**src/rtl/cpu_pkg.sv**
```systemverilog
// Shared definitions for the 16-bit five-stage pipeline: widths, opcodes,
// NOP encoding and the fetch-stage state type.
package cpu_pkg;

   localparam int INSTR_W = 16;
   localparam int ADDR_W  = 16;

   localparam logic [3:0] OPC_B    = 4'hC;
   localparam logic [3:0] OPC_CALL = 4'hD;
   localparam logic [3:0] OPC_RET  = 4'hE;
   localparam logic [3:0] OPC_HLT  = 4'hF;

   localparam logic [INSTR_W-1:0] NOP_ENC = 16'h0000;

   typedef enum logic {
      FS_RUN  = 1'b0,
      FS_HALT = 1'b1
   } fetch_state_e;

   function automatic logic [3:0] opcode_of(input logic [INSTR_W-1:0] instr);
      return instr[INSTR_W-1:INSTR_W-4];
   endfunction

endpackage

```
**src/rtl/ifid_reg.sv**
```systemverilog
// Generic stage register carrying an instruction, its PC+1 and a valid bit.
// Bubble beats hold so a squash always lands even while the pipe is frozen.
module ifid_reg
   import cpu_pkg::*;
#(
   parameter logic [INSTR_W-1:0] NOP_INSTR = NOP_ENC
) (
   input  logic               clk,
   input  logic               rst,
   input  logic               i_hold,
   input  logic               i_bubble,
   input  logic [INSTR_W-1:0] i_instr,
   input  logic [ADDR_W-1:0]  i_pc_plus1,
   output logic [INSTR_W-1:0] o_instr,
   output logic [ADDR_W-1:0]  o_pc_plus1,
   output logic               o_vld
);

   logic [INSTR_W-1:0] r_instr_p1;
   logic [ADDR_W-1:0]  r_pc_plus1_p1;
   logic               r_vld_p1;

   // stage boundary: fetch -> decode
   always_ff @(posedge clk) begin
      if (rst) begin
         r_instr_p1    <= NOP_INSTR;
         r_pc_plus1_p1 <= '0;
         r_vld_p1      <= 1'b0;
      end else if (i_bubble) begin
         r_instr_p1    <= NOP_INSTR;
         r_vld_p1      <= 1'b0;
      end else if (!i_hold) begin
         r_instr_p1    <= i_instr;
         r_pc_plus1_p1 <= i_pc_plus1;
         r_vld_p1      <= 1'b1;
      end
   end

   assign o_instr    = r_instr_p1;
   assign o_pc_plus1 = r_pc_plus1_p1;
   assign o_vld      = r_vld_p1;

endmodule

```
**src/rtl/instr_fetch.sv**
```systemverilog
// Fetch stage: owns the PC and the RUN/HALT state, issues instruction-memory
// requests and feeds the IF/ID register with fetched words or bubbles.
module instr_fetch
   import cpu_pkg::*;
#(
   parameter logic [ADDR_W-1:0]  RESET_PC  = 16'h0000,
   parameter logic [INSTR_W-1:0] NOP_INSTR = 16'h0000,
   parameter logic [3:0]         HLT_OPC   = 4'hF
) (
   input  logic               clk,
   input  logic               rst,
   input  logic               stall,
   input  logic               redirect_vld,
   input  logic [ADDR_W-1:0]  redirect_pc,
   output logic [ADDR_W-1:0]  im_addr,
   output logic               im_rd_en,
   input  logic [INSTR_W-1:0] im_instr,
   input  logic               im_rdy,
   output logic [INSTR_W-1:0] ifid_instr,
   output logic [ADDR_W-1:0]  ifid_pc_plus1,
   output logic               ifid_vld,
   output logic               halted,
   output logic [15:0]        fetch_cnt
);

   fetch_state_e      r_state;
   fetch_state_e      w_state_nxt;
   logic [ADDR_W-1:0] r_pc;
   logic [ADDR_W-1:0] w_pc_nxt;
   logic [ADDR_W-1:0] w_pc_plus1;
   logic [15:0]       r_cnt;
   logic [15:0]       w_cnt_nxt;
   logic              w_deliver;
   logic              w_is_hlt;
   logic              w_ifid_hold;
   logic              w_ifid_bubble;

   function automatic logic [15:0] sat_inc16(input logic [15:0] v);
      return (v == 16'hFFFF) ? v : v + 16'd1;
   endfunction

   assign w_pc_plus1 = r_pc + 16'd1;
   assign w_is_hlt   = (opcode_of(im_instr) == HLT_OPC);

   // A real instruction enters IF/ID only when nothing higher-priority intervenes.
   assign w_deliver     = !redirect_vld && !stall && (r_state == FS_RUN) && im_rdy;
   assign w_ifid_hold   = stall && !redirect_vld;
   assign w_ifid_bubble = redirect_vld || (!stall && !w_deliver);

   always_comb begin
      w_state_nxt = r_state;
      w_pc_nxt    = r_pc;
      w_cnt_nxt   = r_cnt;
      if (redirect_vld) begin
         w_pc_nxt    = redirect_pc;
         w_state_nxt = FS_RUN;
      end else if (w_deliver) begin
         w_cnt_nxt = sat_inc16(r_cnt);
         if (w_is_hlt) begin
            w_state_nxt = FS_HALT;
         end else begin
            w_pc_nxt = w_pc_plus1;
         end
      end
   end

   // stage boundary: PC / fetch-state registers
   always_ff @(posedge clk) begin
      if (rst) begin
         r_state <= FS_RUN;
         r_pc    <= RESET_PC;
         r_cnt   <= 16'h0000;
      end else begin
         r_state <= w_state_nxt;
         r_pc    <= w_pc_nxt;
         r_cnt   <= w_cnt_nxt;
      end
   end

   ifid_reg #(
      .NOP_INSTR (NOP_INSTR)
   ) u_ifid_reg (
      .clk        (clk),
      .rst        (rst),
      .i_hold     (w_ifid_hold),
      .i_bubble   (w_ifid_bubble),
      .i_instr    (im_instr),
      .i_pc_plus1 (w_pc_plus1),
      .o_instr    (ifid_instr),
      .o_pc_plus1 (ifid_pc_plus1),
      .o_vld      (ifid_vld)
   );

   assign im_addr   = r_pc;
   assign im_rd_en  = (r_state == FS_RUN) && !rst && !stall;
   assign halted    = (r_state == FS_HALT);
   assign fetch_cnt = r_cnt;

endmodule
```
**config.mk**
```make
export PLATFORM = sky130hd
export DESIGN_NAME = instr_fetch
export DESIGN_NICKNAME = d
export VERILOG_FILES = /design/src/rtl/cpu_pkg.sv /design/src/rtl/ifid_reg.sv /design/src/rtl/instr_fetch.sv
export SDC_FILE = /design/constraint.sdc
export NUM_CORES = 1
export LEC_CHECK = 0
export ABC_AREA = 1
export BUFFER_PORTS_ARGS = -buffer_cell sky130_fd_sc_hd__buf_2
export CORE_MARGIN = 1
export CORE_UTILIZATION = 54
export DETAILED_ROUTE_END_ITERATION = 7
export GPL_TIMING_DRIVEN = 0
export HOLD_SLACK_MARGIN = 0.03
export PLACE_DENSITY = 0.84
export SYNTH_ARGS = -nofsm -noshare
export SYNTH_HDL_FRONTEND = slang
export SYNTH_SLANG_ARGS = --single-unit
```
**constraint.sdc**
```tcl
create_clock -name clk -period 2.75 [get_ports clk]
set_input_delay 0.55 -clock clk [delete_from_list [all_inputs] [get_ports clk]]
set_output_delay 0.55 -clock clk [all_outputs]
set_load 0.1 [all_outputs]
```
==> metrics.md, run 1 <==
| Metric | Value |
|---|---|
| Status | complete, no violations |
| Pint | between 1.5 and 2 mW |
| Top FF cell, synth | dfxtp_1 |
| Post-synthesis sequential area ratio | 39.5% |
| Ys async rst share | 0% |
| Distinct cell type count after synthesis | 36 |
| Layout cells sized above 1 | 24.7% |
| FMAX | 530 MHz |
| Design Power | 2.51 mW |
| Core Box Area | 5960 µm² |
| Design Area, Final | 4200 µm² |
| Layout area overhead | 25.4% |
| R2r startpoint | fetch_cnt[0] |
| Placer Congestion | 0.912 |
| Comb power frac | 19.4% |
| Synthesized flop and latch total | 66 |
| Total number of vias | 3648 |
| Skew-Pair Late Insertion Delay | 0.35 ns |
| Slew @ Worst Pin | between 0.5 and 0.6 ns |
| Synth warn | 0 |
| Synth top area cells | dfxtp_1, nand2_1, nor2_1 |
| Setup tns final | 0 ns |
| Row count | 28 |
| Clock Sinks | 66 |
| Setup slack, reg-to-reg | 0.96 ns |
| Slew headroom | 60.7% |
| Largest stage delay on the critical path | about 0.45 ns |
| Crit Path Class | reg2out |
| Crit path time final | 1.89 ns |
| DIE AREA | 6520 µm² |
| Hold Path End | u_ifid_reg.o_instr[3] |
| Final HPWL DP | 6.67 mm |
| DR iter-0 viols | 210 |
| Starting Density | around 56% |
| Die Wd | 80.7 µm |
| Switching power | ~0.82 mW |
| Power Density | 597 nW/µm² |
| # setup viols final | 0 |
| Worst Slack Setup Final | 0.862 ns |
| Fin. Hold Viols | 0 |
| CTS tree | yes |
| TritonCTS buffer count | 9 |
| R2R depth | 8 |
| WL/cell | ~13 µm |
| Worst setup EP type | primary output |
| DRT Pass-1 Iters | 4 |
| Post-synth EDFFs | 0 |
| Top cell type's share of synthesized area | about two fifths |
| Cell taking the most area after synthesis | dfxtp_1 |
| Critical path required time | 2.20 ns |
| Tcrit/Tclk final | roughly two thirds |
| Area after DPL | 3960 µm² |
| Final #Nets | 642 |
| Sequential share of power | slightly above 40% |
| Routed wire length | 9.09 mm |
| RSZ-0062 raised after global routing | false |
| CP cell instances | nor3_2 > buf_2 |
| H-tree levels | 3 |
| Commonest cells post-synth | nand2_1, dfxtp_1, nor2_1 |
| IO Port Bufs | just over 100 |
| Buf/Inv on CP | 1 |
| Most frequent cell after synthesis | nand2_1 |
| Crit start category | flip-flop |
| N_diodes | 0 |
| Dpl ws | 0.890 ns |
| Critical R2R Capture | fetch_cnt[14] |
| Post-Syn Area | 3350 µm² |
| First-pass GRT wire length | 14.3 mm |
| Number of antenna violations at the first check in global routing | 0 |
| Gr usage total | 29.1% |
| Delay-heaviest family, CP | buffers and inverters |
| Via/cell ratio | 5.34 |
| Hold path start | im_instr[3] |
| Layout Utilization | 70.5% |
| Filler cells | 510 |
| Clk slew on worst S/H paths | 0.08 ns |
| Largest net degree at the start of global routing | 13 |
| Synth Instances | 490 |
| Post-CTS Hold Buffers | 0 |
| Drt drc | 0 |
| Leakage | 1.96 nW |
| # IOs | about 100 |
| Syn_nets | 529 |
| Max-cap violation count | 0 |
| Clock power share | 39.6% |
| Hold WC Path Type | in2reg |
| VDD IR max | 0.371 mV |
| Die H | 80.7 µm |
| CTS Root Cell | clkbuf_8 |
| Post-cts sizing count | 0 |
| Arrival time at the worst endpoint | between 1 and 1.5 ns |
| Post-CTS Setup Inserts | 0 |
| Grt ovf | 0 |
| Layout Skew | 0.00985 ns |
| Worst-case clock buffer depth | 2 |
| Slowest stage cell, crit path | buf_2 |
| Crit-path max FO | 4 |
| Mapped Avg Cell Area | 6.83 µm² |
| Pins over their slew limit | 0 |
| Hold path cells | 3 |
| Final antenna-violating net count | 0 |
| Vias in the first global route | 3181 |
| Sw frac | 32.6% |
## cell type report
| type | count | area [µm²] | share of cell area, % |
|---|---|---|---|
| Multi-Input combinational cell | 370 | 1780 | 42.3 |
| Sequential cell | 66 | 1320 | 31.5 |
| Timing Repair Buffer | 102 | 510 | 12.2 |
| Inverter | 37 | 139 | 3.31 |
| Clock buffer | 9 | 124 | 2.95 |
| Clock inverter | 7 | 118 | 2.80 |
| Buffer | 17 | 116 | 2.77 |
| Tap cell | 75 | 93.8 | 2.23 |
## cell families (layout without fill, tap and decap cells)
kind of cell    count (synthesis)  after routing  synth area share (%)
simple gates                  282            282                  36.2
compound gates                 76             76                  13.3
flops                          66             66                  39.5
buf+inv                        54            172                  7.62
xor+xnor                       10             10                  2.62
fa+ha+maj                       2              2                 0.747
## sequential cells by signal, indices dropped and copies added, names as in the netlist
| signal | cells |
|---|---|
| fetch_cnt | 16 |
| im_addr | 16 |
| u_ifid_reg.o_instr | 16 |
| u_ifid_reg.o_pc_plus1 | 16 |
| halted | 1 |
| u_ifid_reg.o_vld | 1 |
## metal layers
metal	vias up	wire length, µm	global-route usage (%)
li1	1813	-	-
met1	1670	3860	35.0
met2	142	4440	48.9
met3	23	561	8.09
met4	0	228	12.3
met5	-	0	0
## placed cells by master (no fill, tap or decap), types with 2 or more instances in the layout
cell type / instances
clkbuf_1: 7
nand4_1: 9
ha_1: 2
a21oi_1: 36
xor2_1: 6
a21boi_1: 2
nand2_2: 3
dfxtp_1: 66
nand3b_1: 4
nor2_1: 58
nand3_1: 23
nand2_1: 170
inv_2: 3
nor3_1: 3
xnor2_1: 4
o21bai_1: 3
nor2_2: 3
o211ai_1: 6
clkinvlp_4: 3
nor2_4: 5
a21boi_0: 5
clkbuf_8: 10
a21oi_2: 3
buf_4: 4
inv_1: 33
o21ai_0: 14
a31oi_1: 4
bufinv_16: 3
buf_2: 105
## how the worst max path moves through the flow
stage / startpoint / end / depth (start not counted)
global placement: rst / im_rd_en / 3
CTS: halted / im_rd_en / 2
finish: halted / im_rd_en / 2
floorplan: halted / im_rd_en / 1
global route: halted / im_rd_en / 2
detailed placement: rst / im_rd_en / 3
## power groups by stage
stage          sequential, mW  combinational [mW]  clock (mW)
3_3_place_gp             1.05               0.478           0
4_1_cts                  1.03               0.486       0.994
2_1_floorplan            1.30               0.131           0
6_report                 1.03               0.488       0.993
5_1_grt                  1.03               0.513        1.05
3_5_place_dp             1.05               0.484           0
## tightest hold or removal path, delay by kind of cell
family	cells	cell delay (ns)
AO/OA/AOI/OAI	1	0.05
buffers and inverters	1	0.10
AND/OR/NAND/NOR	1	0.05
## through the flow
| step | hold WS, ns | cells |
|---|---|---|
| 5_1_grt | 0.431 | 683 |
| 6_report | 0.443 | 683 |
| 3_5_place_dp | 0.453 | 667 |
| 2_1_floorplan | 0.694 | 490 |
| 3_3_place_gp | 0.449 | 667 |
| 4_1_cts | 0.440 | 683 |
No activity file was read; power rests on OpenSTA's default activity.
==> run 2: changes to the inputs <==
CORE_UTILIZATION = 51   (was 54)
PLACE_DENSITY = 0.8   (was 0.84)
clock period = 1.8 ns   (was 2.75 ns; I/O delays follow)
==> metrics.md, run 2 (synthesis results as in run 1) <==
| Metric | Value |
|---|---|
| Final HPWL DP | 6.66 mm (about the same) |
| Layout cells sized above 1 | 29.5% (+4.8 points) |
| Critical path depth | 2 (unchanged) |
| Power Density | 821 nW/µm² (+38%) |
| H-tree levels | 3 (unchanged) |
| Pins over their slew limit | 0 (unchanged) |
| DIE AREA | 6890 µm² (+5.7%) |
| Crit-path max FO | 4 (unchanged) |
| Crit start category | flip-flop |
| # IOs | 104 (unchanged) |
| Switching power | 1.24 mW (+52%) |
| Sequential share of power | 45.8% (+4.9 points) |
| Area after DPL | 4010 µm² (+1.4%) |
| TritonCTS buffer count | 9 (unchanged) |
| Layout Skew | 0.00518 ns (-0.00467 ns) |
| Crit Path Class | reg2out |
| Fin. Hold Viols | 0 (unchanged) |
| Worst-case clock buffer depth | 2 (unchanged) |
| Buf/Inv on CP | 1 (unchanged) |
| Sw frac | 36.2% (+3.5 points) |
| Drt drc | 0 (unchanged) |
| CTS Root Cell | clkbuf_8 |
| Total number of vias | 3592 (-1.5%) |
| Largest stage delay on the critical path | 0.44 ns (about the same) |
| RSZ-0062 raised after global routing | false |
| Status | complete, no violations |
| Clock Sinks | 66 (unchanged) |
| Most frequent cells in the layout | nand2_1, buf_2, nor2_1 |
| Arrival time at the worst endpoint | 1.30 ns (-0.04 ns) |
| Worst setup EP type | primary output |
| DR iter-0 viols | 212 (+0.95%) |
| Clock power share | 32.4% (-7.2 points) |
| CTS tree | yes |
| DR top layer | met4 |
| Crit path time final | 1.66 ns |
| Critical path required time | 1.44 ns (-0.76 ns) |
| N_diodes | 0 (unchanged) |
| Largest net degree at the start of global routing | 12 (-1) |
| CP cell instances | nor3_4 > buf_2 |
| Number of antenna violations at the first check in global routing | 0 (unchanged) |
| R2R depth | 8 (unchanged) |
| Hold WC Path Type | in2reg |
| Dpl ws | 0.0786 ns (-0.811 ns) |
| Skew-Pair Late Insertion Delay | 0.35 ns (about the same) |
| Row count | 29 (+3.6%) |
| Post-CTS Setup Inserts | 0 (unchanged) |
| Met2 Wirelength | 4.48 mm (+0.83%) |
| Core Box Area | 6350 µm² (+6.6%) |
| Slowest stage cell, crit path | buf_2 |
| Tcrit/Tclk final | between 90% and 100% |
| DR WL met3 | 543 µm (-3.2%) |
| First-pass GRT wire length | 15.3 mm (+6.9%) |
| IO Port Bufs | 102 (unchanged) |
| Metal1 wirelength | 3.98 mm (+3.0%) |
| Routed wire length | 9.16 mm (+0.78%) |
| Design Area, Final | 4180 µm² (-0.45%) |
| Post-cts sizing count | 0 (unchanged) |
| VDD IR max | 0.686 mV (+85%) |
| Post-CTS Hold Buffers | 0 (unchanged) |
| DRT Pass-1 Iters | 5 (+1) |
| Slew @ Worst Pin | 0.583 ns (-0.00591 ns) |
| Final antenna-violating net count | 0 (unchanged) |
| Final #Nets | 642 (unchanged) |
| Delay-heaviest family, CP | buffers and inverters |
| Max-cap violation count | 0 (unchanged) |
| Leakage | 1.95 nW (-0.50%) |
| Via/cell ratio | 5.25 (-1.7%) |
| Clk slew on worst S/H paths | 0.07 ns (about the same) |
| Comb power frac | 21.9% (+2.5 points) |
| Most common cell after layout, fill and taps aside | nand2_1 |
| WL/cell | 13.4 µm (+0.63%) |
| Hold path cells | 3 (unchanged) |
| Grt ovf | 0 (unchanged) |
| Die Wd | 83.0 µm (+2.8%) |
| Die H | 83.0 µm (+2.8%) |
| Worst Slack Setup Final | 0.136 ns (-0.726 ns) |
| Setup tns final | 0 ns (unchanged) |
| Pint | 2.19 mW (+30%) |
| Slew headroom | 61.1% (+0.39 points) |
| # setup viols final | 0 (unchanged) |
| Gr usage total | 27.4% (-1.7 points) |
| Layout Utilization | 65.8% (-4.7 points) |
| FMAX | 601 MHz |
| Placer Congestion | 0.921 (+1.0%) |
| Starting Density | 52.7% (-3.5 points) |
| Vias in the first global route | 3259 (+2.5%) |
| Layout area overhead | 24.9% |
-- run 2: changes by cell type in the layout (fill, tap and decap cells not counted) --
cell and delta:
dfxtp_1 -30, dfxtp_2 +27, bufinv_16 -3, dfxtp_4 +3, clkinv_2 +2, clkinvlp_4 -2, clkbuf_8 +1, clkinv_4 +1
nor3_2 -1, nor3_4 +1
-- run 2: layer usage --
layer / vias up / global-route usage [%]
li1: 1805 / -
met1: 1641 / 34.8
met5: - / 0
met4: 0 / 8.31
met2: 130 / 47.8
met3: 16 / 4.47
-- run 2: worst register-to-register path, delay by kind of cell (launching register included) --
family / cells / cell delay [ns]
adders and majority gates: 1 / 0.25
buffers and inverters: 2 / 0.25
and+or+nand+nor: 4 / 0.55
AOI/OAI and AO/OA: 1 / 0.12
DFF: 1 / 0.39
-- run 2: worst paths after layout --
path                          from                     end  slack (ns)
max                         halted                im_rd_en        0.14
min                   im_instr[11]  u_ifid_reg.o_instr[11]        0.25
max reg2reg           fetch_cnt[0]           fetch_cnt[14]        0.18
min reg2reg  u_ifid_reg.o_instr[9]   u_ifid_reg.o_instr[9]        0.47
-- run 2: power by group through the flow --
| stage | clock [mW] | sequential [mW] | combinational, mW |
|---|---|---|---|
| 6_report | 1.11 | 1.57 | 0.750 |
| 5_1_grt | 1.18 | 1.58 | 0.789 |
| 4_1_cts | 1.11 | 1.57 | 0.749 |
| 3_5_place_dp | 0 | 1.60 | 0.746 |
| 3_3_place_gp | 0 | 1.60 | 0.736 |
| 2_1_floorplan | 0 | 1.99 | 0.200 |
-- run 2: metrics by stage --
stage / hold slack (ns) / cells / total power, mW
floorplan: 0.504 / 490 / 2.19
global placement: 0.447 / 669 / 2.34
detailed placement: 0.453 / 669 / 2.35
CTS: 0.252 / 684 / 3.43
global route: 0.256 / 684 / 3.55
finish: 0.252 / 684 / 3.43
-- run 2: cell type report --
| class | instances | area [µm²] |
|---|---|---|
| flip-flops and latches | 66 | 1370 |
| clock inverters | 5 | 31.3 |
| clock buffers | 10 | 138 |
| plain buffers | 17 | 116 |
| fillers | 571 | 2170 |
| repair buffers | 102 | 510 |
| well taps | 77 | 96.3 |
| multi-input cells | 370 | 1780 |
| inverters | 37 | 139 |
